<file path="src/rtl/guard_sprite_fetch.sv">
// Guard sprite pixel fetch: box test, mirrored/animated ROM addressing and a
// 3-cycle registered pipeline delivering palette index, hit and valid.
module guard_sprite_fetch #(
    parameter int SPR_W      = 32,
    parameter int SPR_H      = 48,
    parameter int FRAMES     = 2,
    parameter int ANIM_DIV   = 8,
    parameter int ROM_AW     = 12,
    parameter int TRANSP_IDX = 0,
    localparam int FW        = (FRAMES > 1) ? $clog2(FRAMES) : 1
) (
    input  logic              Clk,
    input  logic              Reset_n,
    input  logic              frame_start,
    input  logic              walking,
    input  logic              facing_right,
    input  logic              pix_valid,
    input  logic [9:0]        DrawX,
    input  logic [9:0]        DrawY,
    input  logic [9:0]        guard_x,
    input  logic [9:0]        guard_y,
    output logic [ROM_AW-1:0] rom_addr,
    input  logic [3:0]        rom_data,
    output logic [3:0]        index_out,
    output logic              hit_out,
    output logic              out_valid,
    output logic [FW-1:0]     anim_frame
);

    localparam int          CW         = (ANIM_DIV > 1) ? $clog2(ANIM_DIV) : 1;
    localparam int          FRAME_SZ   = SPR_W * SPR_H;
    localparam logic [10:0] SPR_W_L    = 11'(SPR_W);
    localparam logic [10:0] SPR_H_L    = 11'(SPR_H);
    localparam logic [CW-1:0] CNT_LAST = CW'(ANIM_DIV - 1);
    localparam logic [FW-1:0] FRM_LAST = FW'(FRAMES - 1);
    localparam logic [3:0]  TRANSP_L   = 4'(TRANSP_IDX);

    typedef enum logic [0:0] {ST_IDLE = 1'b0, ST_WALK = 1'b1} state_t;

    state_t            r_state, w_state_nxt;
    logic [CW-1:0]     r_cnt, w_cnt_nxt;
    logic [FW-1:0]     r_frame, w_frame_nxt;
    logic              r_facing, w_facing_nxt;

    logic [ROM_AW-1:0] r_rom_addr;
    logic              r_inside1, r_valid1, r_inside2, r_valid2;
    logic [3:0]        r_index;
    logic              r_hit, r_out_valid;

    logic [10:0]       w_rx, w_ry, w_col;
    logic              w_inside;
    logic [ROM_AW-1:0] w_addr;

    // Negative offsets wrap to large unsigned values and so fall outside the box.
    assign w_rx     = {1'b0, DrawX} - {1'b0, guard_x};
    assign w_ry     = {1'b0, DrawY} - {1'b0, guard_y};
    assign w_inside = pix_valid & (w_rx < SPR_W_L) & (w_ry < SPR_H_L);
    assign w_col    = r_facing ? (SPR_W_L - 11'd1 - w_rx) : w_rx;
    assign w_addr   = ROM_AW'(r_frame) * ROM_AW'(FRAME_SZ)
                    + ROM_AW'(w_ry) * ROM_AW'(SPR_W) + ROM_AW'(w_col);

    // Animation/facing next-state: only frame_start cycles may change anything.
    always_comb begin
        w_state_nxt  = r_state;
        w_cnt_nxt    = r_cnt;
        w_frame_nxt  = r_frame;
        w_facing_nxt = r_facing;
        if (frame_start) begin
            w_facing_nxt = facing_right;
            case (r_state)
                ST_IDLE: begin
                    w_cnt_nxt   = {CW{1'b0}};
                    w_frame_nxt = {FW{1'b0}};
                    if (walking) w_state_nxt = ST_WALK;
                    else         w_state_nxt = ST_IDLE;
                end
                ST_WALK: begin
                    if (!walking) begin
                        w_state_nxt = ST_IDLE;
                        w_cnt_nxt   = {CW{1'b0}};
                        w_frame_nxt = {FW{1'b0}};
                    end else if (r_cnt == CNT_LAST) begin
                        w_cnt_nxt   = {CW{1'b0}};
                        w_frame_nxt = (r_frame == FRM_LAST) ? {FW{1'b0}} : r_frame + FW'(1);
                    end else begin
                        w_cnt_nxt   = r_cnt + CW'(1);
                    end
                end
                default: begin
                    w_state_nxt = ST_IDLE;
                    w_cnt_nxt   = {CW{1'b0}};
                    w_frame_nxt = {FW{1'b0}};
                end
            endcase
        end else begin
            w_state_nxt = r_state;
        end
    end

    // Animation/facing state registers.
    always_ff @(posedge Clk or negedge Reset_n) begin
        if (!Reset_n) begin
            r_state  <= ST_IDLE;
            r_cnt    <= {CW{1'b0}};
            r_frame  <= {FW{1'b0}};
            r_facing <= 1'b0;
        end else begin
            r_state  <= w_state_nxt;
            r_cnt    <= w_cnt_nxt;
            r_frame  <= w_frame_nxt;
            r_facing <= w_facing_nxt;
        end
    end

    // Fetch pipeline: address stage, ROM wait stage, output stage.
    always_ff @(posedge Clk or negedge Reset_n) begin
        if (!Reset_n) begin
            r_rom_addr  <= {ROM_AW{1'b0}};
            r_inside1   <= 1'b0;
            r_valid1    <= 1'b0;
            r_inside2   <= 1'b0;
            r_valid2    <= 1'b0;
            r_index     <= 4'd0;
            r_hit       <= 1'b0;
            r_out_valid <= 1'b0;
        end else begin
            r_rom_addr  <= w_inside ? w_addr : {ROM_AW{1'b0}};
            r_inside1   <= w_inside;
            r_valid1    <= pix_valid;
            r_inside2   <= r_inside1;
            r_valid2    <= r_valid1;
            r_index     <= r_inside2 ? rom_data : TRANSP_L;
            r_hit       <= r_inside2 & (rom_data != TRANSP_L);
            r_out_valid <= r_valid2;
        end
    end

    assign rom_addr   = r_rom_addr;
    assign index_out  = r_index;
    assign hit_out    = r_hit;
    assign out_valid  = r_out_valid;
    assign anim_frame = r_frame;

endmodule
</file>
<file path="config.mk">
export PLATFORM = sky130hd
export DESIGN_NAME = guard_sprite_fetch
export DESIGN_NICKNAME = d
export VERILOG_FILES = /design/src/rtl/guard_sprite_fetch.sv
export SDC_FILE = /design/constraint.sdc
export NUM_CORES = 1
export LEC_CHECK = 0
export ABC_AREA = 0
export BUFFER_PORTS_ARGS = -buffer_cell sky130_fd_sc_hd__buf_2
export CAP_MARGIN = 40
export CORE_MARGIN = 5
export CORE_UTILIZATION = 48
export CTS_CLUSTER_SIZE = 12
export DETAILED_ROUTE_END_ITERATION = 10
export PLACE_DENSITY_LB_ADDON = 0.2
export SYNTH_ARGS = -nofsm -noshare
export SYNTH_HDL_FRONTEND = slang
export SYNTH_SLANG_ARGS = --single-unit
</file>
<file path="constraint.sdc">
create_clock -name Clk -period 2.3 [get_ports Clk]
set_input_delay 0.46 -clock Clk [delete_from_list [all_inputs] [get_ports Clk]]
set_output_delay 0.46 -clock Clk [all_outputs]
set_load 0.005 [all_outputs]
</file>
## Yosys cells after proc, flatten, opt, wreduce, memory -nomap -nowiden

Cells that the tools add are included.

- Output and inout bits: 19
- Register bits after elaboration: 28
- Word-level logic and storage cells: 41

- Equality and inequality tests: 2
- Magnitude comparators: 2
- Multiplexer cells: 11
- Reduce and logical (&&, ||, !) cells: 2
- Bitwise logic cells: 4
- Add/subtract/negate cells: 7
- Multipliers: 1

Operator list:

| kind | count |
|---|---|
| $lt A11 B6 Y1 const B | 2 |
| $sub A10 B10 Y11 | 2 |
| $add A12 B11 Y12 | 1 |
| $add A12 B12 Y12 | 1 |
| $mux W12 | 1 |
| $mux W11 | 1 |
| $sub A5 B11 Y11 const A | 1 |
| $mux W3 | 2 |
| $pmux W3 S2 | 1 |
| $mux W1 | 4 |
| $mux W4 | 1 |
| $reduce_bool A4 Y1 | 1 |
| $add A3 B1 Y3 const B | 1 |
| $and A1 B1 Y1 | 3 |
| $eq A3 B3 Y1 const B | 1 |
| $mul A1 B2 Y3 const B | 1 |
| $ne A3 B2 Y1 const B | 1 |
| $pmux W1 S2 | 1 |
| $reduce_and A2 Y1 | 1 |
| $add A1 B1 Y1 const B | 1 |
| $not A1 Y1 | 1 |

## Logic depth before layout (Yosys ltp)

Gate-level depths: netlist of the first run.

- Depth in word-level cells: 5
- Depth in mapped cells: 19

## Worst setup path before layout of the first run

No wires, ideal clock.

- Path kind: input-to-reg
- Start: in DrawX[0]
- End: reg r_rom_addr[11], in the netlist rom_addr[11]
- Required time: 2.214 ns
- Stages: 19
- Setup time: 0.086 ns
- Buffers on the path: 0
- Slack: -1.611 ns
- Arrival: 3.825 ns
- Cells stage by stage: inv_1 ha_1 inv_1 fa_1 a21o_2 a221oi_2 xor2_1 ha_1 nand3_1 nand2_1 xor2_1 fa_1 inv_1 ha_1 inv_1 o21bai_1 a21oi_1 xor3_1 nor3_1

- Longest elaborated chain between the ends: 5

Ends and longest elaborated chain:

| element | RTL line | text |
|---|---|---|
| start: declaration | 18 | `input logic [9:0] DrawX,` |
| $sub A10 B10 Y11 (*) | 55 | `assign w_rx = {1'b0, DrawX} - {1'b0, guard_x};` |
| $sub A5 B11 Y11 or $lt A11 B6 Y1 (tied branches) | 58, 57 |  |
| $mux W11 or $and A1 B1 Y1 (tied branches) | 58, 57 |  |
| $add A12 B11 Y12 or $and A1 B1 Y1 (tied branches) | 60, 57 |  |
| $mux W12 (*) | 127 | `r_rom_addr <= w_inside ? w_addr : {ROM_AW{1'b0}};` |
| end signal: assignment | 118 | `r_rom_addr <= {ROM_AW{1'b0}};` |
| end signal: assignment | 127 |  |
| end: declaration | 45 | `logic [ROM_AW-1:0] r_rom_addr;` |

Every way passes the cells marked *; elsewhere a longest branch is shown, timed or not.
A chain may end at the register's enable or synchronous reset.

## Worst setup path in the final report of the first run

- Start: in DrawX[0]
- End: reg r_rom_addr[10], in the netlist rom_addr[10]

Same word-level chain as after synthesis.

==> qor.txt, run 1 <==
Startpoint Class: input port
Worst slew pin tran: 0.594 ns
M2 GR Usage: 0.333
Async SR Flop Fraction: 1.00
Clock-pin slew on the worst setup and hold paths: 0.09 ns
Met1 usage: 0.213
Met3 usage: 0.0166
Layout cell share with drive strength beyond 1: 0.501
PD cells: 644 mW/mm²
Syn Inst Count: 258
Clk_skew: 0.00619 ns
Num CTS Buffers: 3
Leak: 1.93 nW
Failing checks: setup timing
DIE AREA: 0.00654 mm²
Die height: 80.9 µm
IO Port Bufs: 68
Number of hold violations in the final report: 0
Rows: 25
Setup WS post-layout: -1.37 ns
Crit path max fanout: 3
Tmin final: 3.67 ns
Post-synth EDFFs: 0
VDD IR max: 0.346 mV
Setup TNS: -9.62 ns
Clock Tree Root: clkbuf_8
Setup violations, final: 13
Ys Warns: 0
Overall Global Routing Usage: 0.177
Detail Route Antenna Nets: 0
Synth Cell Area: 0.00241 mm²
DR vias: 2246
Initial antenna violation count: 0
Critical path arrival: 3.84 ns
Vias in the first global route: 2232
Chip width: 80.9 µm
Worst path required time: 2.47 ns
Routability Congestion: 0.782
Antenna cells: 0
Seq cells post-synth: 28
Hpwl dp: 4300 µm
Hold_buf cts: 0
Max Buffers Root-to-Sink: 2
Final max-slew violation count: 0
# nets final: 473
H-Tree Depth: 1
Highest Clock Rate: 273 MHz
Ports: 69
Starting Density: 0.504
Area grow syn2layout: 54.6%
Outcome: complete, but fails checks
DRC: 0
Clk Latency, worst-skew pair: 0.28 ns
DRT Pass-1 Iters: 4
Post-route clock period utilization: 1.59
Maxcap violations: 0
Netlist cell types: 45
Routed len/inst: 12.9 µm
Core Box Area: 0.00479 mm²
Setup CP Type: in -> reg
Avg Inst Size Synth: 9.35 µm²
Routed wire length: 5830 µm
Clock sink count: 28
Grt ovf: 0
Total power: 2.40 mW
TritonCTS clock tree: done
Worst hold path type: in -> async
GR peak layer: met2
First-pass GRT wire length: 9310 µm
Syn nets: 345
Initial DRC count: 61
CP endpoint kind: flop
RSZ-0062 raised after global routing: true
Post-synthesis sequential area ratio: 0.291
Main synth FF type: dfrtp_1
Relative slew slack: 0.604
Largest net degree at the start of global routing: 29
Vias per inst: 4.97
==> cell families (layout without fill, tap and decap cells) <==
logic type | after synthesis | count (layout) | share of synthesized area
XOR/XNOR | 27 | 27 | 0.104
buffers and inverters | 44 | 171 | 0.0721
multiplexers | 2 | 2 | 0.00934
AND/OR/NAND/NOR | 63 | 63 | 0.149
flip-flops | 28 | 28 | 0.291
adder cells (fa/ha/maj) | 37 | 37 | 0.208
AO/OA/AOI/OAI | 57 | 57 | 0.167
==> synth_stat cells (4+ instances only) <==
master,count,area [µm²]
nor3_1,7,35.0
fa_1,5,100
nand3_1,4,20.0
ha_1,32,400
inv_1,38,143
dfrtp_1,28,701
a21o_1,6,45.0
o21ai_0,12,60.1
o21a_1,4,30.0
xnor2_1,13,114
and2_1,5,31.3
nand2_1,15,56.3
a21oi_1,10,50.1
nor3_2,9,90.1
nor2_1,11,41.3
xor2_1,13,114
==> worst max-delay path: stages <==
cell      delay (ns)
buf_8           0.11
inv_12          0.04
ha_4            0.12
inv_2           0.03
fa_2            0.35
a21o_4          0.24
a221oi_4        0.26
buf_6           0.16
buf_4           0.11
o211ai_1        0.16
nand3_2         0.14
nand2_2         0.07
xor2_2          0.15
fa_1            0.50
inv_2           0.05
ha_4            0.23
buf_4           0.12
buf_4           0.13
a21oi_4         0.16
xor2_1          0.18
nor3_2          0.06
==> per-layer routing <==
metal / routed length [µm] / up-vias
met1: 2400 / 1049
met4: 62 / 0
li1: - / 1139
met5: 0 / -
met2: 3120 / 53
met3: 249 / 5
==> stage by stage <==
step / hold WS (ns) / instance area (µm²) / setup WS, ns / utilization / cells
after floorplan: 0.164 / 2530 / -1.41 / - / 258
after global placement: 0.333 / 3330 / -1.61 / 0.696 / 440
after detailed placement: 0.343 / 3330 / -1.74 / 0.696 / 440
after CTS: 0.187 / 3570 / -1.28 / 0.745 / 449
after global routing: 0.225 / 3730 / -1.49 / 0.779 / 452
final: 0.175 / 3730 / -1.37 / 0.779 / 452
==> area by class of cell <==
type                    instances  area (µm²)
clock inverters                 1        30.0
clock buffers                   3        41.3
inverters                      38         158
repair buffers                129         861
well taps                      67        83.8
flip-flops and latches         28         701
multi-input cells             186        1850
fillers                       320        1060
==> cell usage in the layout (no fill, tap or decap), types with 3 or more instances in the layout <==
cell type  netlist  final
fa_2             0      3
buf_4            0     53
ha_4             0     10
and2_1           5      5
inv_1           38     29
nor3_1           7      4
a21o_1           6      5
nand2b_1         3      3
dfrtp_1         28     28
o21a_1           4      4
buf_6            1      6
nor2b_1          3      3
nand2_1         15     13
a21oi_2          0      3
inv_2            0      7
nand3_1          4      3
ha_1            32     22
o21ai_0         12     11
xor2_1          13     10
clkbuf_8         0      3
xnor2_1         13     12
nor2_1          11     11
nor3_4           0      4
buf_2            0     67
o22ai_1          3      3
a21oi_1         10      6
nor3_2           9      8
==> path summary, 6_finish.rpt <==
kind	start	end	slack, ns	cells past startpoint
worst max-delay path	DrawX[0]	rom_addr[10]	-1.37	21
worst min-delay path	Reset_n	rom_addr[9]	0.18	1
worst max register to register	r_facing	rom_addr[10]	-0.03	11
worst min register to register	r_valid2	out_valid	0.36	0
max in group asynchronous	Reset_n	rom_addr[8]	1.74	1
min in group Clk	pix_valid	r_valid1	0.29	1
==> timing repair <==
item,4_1_cts,5_1_grt
resized for setup,20,22
pin swaps,15,15
gates cloned,1,0
buffers inserted,4,3
endpoints found under the setup margin,13,13
==> state kept, by name, indices dropped and copies added, names as in the netlist <==
name / count
anim_frame: 1
hit_out: 1
index_out: 4
out_valid: 1
r_cnt: 3
r_facing: 1
r_inside1: 1
r_inside2: 1
r_state: 1
r_valid1: 1
r_valid2: 1
rom_addr: 12
==> where the power goes <==
group	internal, mW	total, mW	switching, mW	leakage, nW
combinational	0.816	1.51	0.694	1.51
clock	0.233	0.384	0.150	0.0357
sequential	0.501	0.506	0.00530	0.379
total	1.55	2.40	0.850	1.93
Note: power is estimated with default switching activity, not from simulation.
==> inputs of run 2 (changes only) <==
--- a/config.mk
+++ b/config.mk
@@ -9,7 +9,8 @@
 export BUFFER_PORTS_ARGS = -buffer_cell sky130_fd_sc_hd__buf_2
 export CAP_MARGIN = 40
 export CORE_MARGIN = 5
-export CORE_UTILIZATION = 48
+export CORE_UTILIZATION = 49
+export CTS_BUF_LIST = sky130_fd_sc_hd__clkbuf_8
 export CTS_CLUSTER_SIZE = 12
 export DETAILED_ROUTE_END_ITERATION = 10
 export PLACE_DENSITY_LB_ADDON = 0.2
==> run 2 against run 1 <==
Net effect: the flow still finishes with violations (setup timing); die area shrank 1.8%; global-route usage is essentially flat; clock-buffer cell count is the same; core utilization shrank 0.93 points; setup slack gained 0.044 ns; cell count is the same; non-clock buffer count grew 1; critical endpoint is now rom_addr[11]; largest cell class unchanged.
==> qor.txt, run 2 (same netlist as run 1, synthesis figures left out) <==
Crit-path slowest cell: fa_1
Highest Clock Rate: 276 MHz (+1.2%)
Ports: 69 (unchanged)
M2 GR Usage: 0.327 (-0.00635)
PD cells: 613 mW/mm² (-4.7%)
Max reg flops: 12 (unchanged)
Max Buffers Root-to-Sink: 2 (unchanged)
Initial DRC count: 47 (-23%)
Setup crit start: DrawX[0]
H-Tree Depth: 1 (unchanged)
Hpwl dp: 4440 µm (+3.3%)
Starting Density: 0.507 (+0.00331)
Setup violations, final: 13 (unchanged)
VDD IR max: 0.353 mV (+2.0%)
Failing checks: setup timing
Leak: 1.91 nW (-0.77%)
Critical path arrival: 3.82 ns (-0.02 ns)
Met3 usage: 0.0213 (+0.00467)
Setup WS post-layout: -1.32 ns (+0.0438 ns)
Startpoint Class: input port
Worst path cell trace: buf_8, inv_12, ha_4, inv_2, fa_2, a21o_4, a221oi_4, buf_4, o211ai_1, nand3_2, nand2_2, xor2_1, fa_1, inv_2, ha_4, inv_2, o21bai_2, a21oi_2, xor3_1, nor3_2
DRC: 0 (unchanged)
Outcome: complete, but fails checks
Chip width: 80.1 µm (-0.90%)
Vias per inst: 4.90 (-1.4%)
Commonest non-fill, non-tap cell in the layout: buf_2
Num CTS Buffers: 3 (unchanged)
Met1 usage: 0.220 (+0.00703)
DRT Pass-1 Iters: 4 (unchanged)
Clock Tree Root: clkbuf_8
Routed wire length: 5630 µm (-3.5%)
RSZ-0062 raised after global routing: true
Number of hold violations in the final report: 0 (unchanged)
Clock sink count: 28 (unchanged)
Hold WS: 0.184 ns (+0.00902 ns)
Maxcap violations: 0 (unchanged)
Tmin final: 3.62 ns (-0.0438 ns)
Worst path bufs/invs: 6 (-2)
DR vias: 2214 (-1.4%)
Setup TNS: -8.37 ns (+1.25 ns)
Core Box Area: 0.00475 mm² (-0.65%)
CP endpoint kind: flop
Hold_buf cts: 0 (unchanged)
Worst path required time: 2.49 ns (+0.02 ns)
IO Port Bufs: 68 (unchanged)
Area grow syn2layout: 51.8%
Clk_skew: 0.00181 ns (-0.00438 ns)
Most frequent cells in the layout: buf_2, buf_4, inv_1, dfrtp_1, ha_1
Layout cell share with drive strength beyond 1: 0.504 (+0.00260)
Reg2reg start: r_facing
Vias in the first global route: 2158 (-3.3%)
Crit-path most repeated cell: inv_2
Overall Global Routing Usage: 0.178 (+0.000400)
GR peak layer: met2
Setup CP Type: in -> reg
Delay-heaviest family, CP: adder cells
Grt ovf: 0 (unchanged)
# nets final: 474 (+0.21%)
First-pass GRT wire length: 9250 µm (-0.67%)
TritonCTS clock tree: done
Die height: 80.1 µm (-0.90%)
Clk Latency, worst-skew pair: 0.27 ns (about the same)
Routed len/inst: 12.5 µm (-3.5%)
Worst slew pin tran: 0.589 ns (-0.00518 ns)
Pre-CTS worst setup slack: -1.74 ns (+0.00190 ns)
Rows: 25 (unchanged)
Worst hold path type: in -> async
DIE AREA: 0.00642 mm² (-1.8%)
Crit path max fanout: 3 (unchanged)
Final max-slew violation count: 0 (unchanged)
Initial antenna violation count: 0 (unchanged)
Routability Congestion: 0.804 (+2.7%)
Largest net degree at the start of global routing: 29 (unchanged)
CP peak stage delay: 0.51 ns (about the same)
Clock-pin slew on the worst setup and hold paths: 0.08 ns (about the same)
Antenna cells: 0 (unchanged)
Detail Route Antenna Nets: 0 (unchanged)
Relative slew slack: 0.608 (+0.00345)
Post-route clock period utilization: 1.58 (-0.0190)
run 2: repair_timing:
item,in CTS,in global routing
setup buffers,13,5
endpoints found under the setup margin,13,13
resized for setup,18,21
pin swaps,18,10
run 2: metal layers:
layer	vias up	wire length (µm)
met1	1025	2520
met2	47	2810
li1	1137	-
met5	-	0
met3	5	252
met4	0	51
run 2: final cells by class:
cell class / count / area [µm²]
Clock buffer: 3 / 41.3
Sequential cell: 28 / 701
Multi-Input combinational cell: 186 / 1810
Timing Repair Buffer: 130 / 865
Inverter: 38 / 158
Tap cell: 67 / 83.8
Fill cell: 328 / 1090
run 2: worst paths after layout:
kind / end / slack, ns / cells after the start
setup reg to reg: rom_addr[11] / -0.05 / 11
hold reg to reg: out_valid / 0.36 / 0
max in group asynchronous: r_cnt[1] / 1.73 / 1
setup / recovery: rom_addr[11] / -1.32 / 20
min in group Clk: r_valid1 / 0.30 / 1
hold / removal: rom_addr[4] / 0.18 / 1
run 2: per-stage QoR:
stage / instance area (µm²) / total power [mW] / util / cells
2_1_floorplan: 2530 / 1.23 / - / 258
3_3_place_gp: 3360 / 1.62 / 0.707 / 442
3_5_place_dp: 3360 / 1.67 / 0.707 / 442
4_1_cts: 3550 / 2.06 / 0.747 / 450
5_1_grt: 3660 / 2.40 / 0.770 / 452
6_report: 3660 / 2.24 / 0.770 / 452
run 2: report_power, final:
group / total, mW / switching (mW) / internal (mW)
Combinational: 1.48 / 0.685 / 0.799
Clock: 0.254 / 0.136 / 0.117
Sequential: 0.507 / 0.00541 / 0.501
run 2: worst register-to-register path, cell delays in order, from the launching register on:
cell and delay, ns:
dfrtp_1 0.36, buf_4 0.21, nand2_2 0.08, xor2_1 0.17, fa_1 0.51, inv_2 0.05
ha_4 0.24, inv_2 0.06, o21bai_2 0.08, a21oi_2 0.15, xor3_1 0.24, nor3_2 0.13
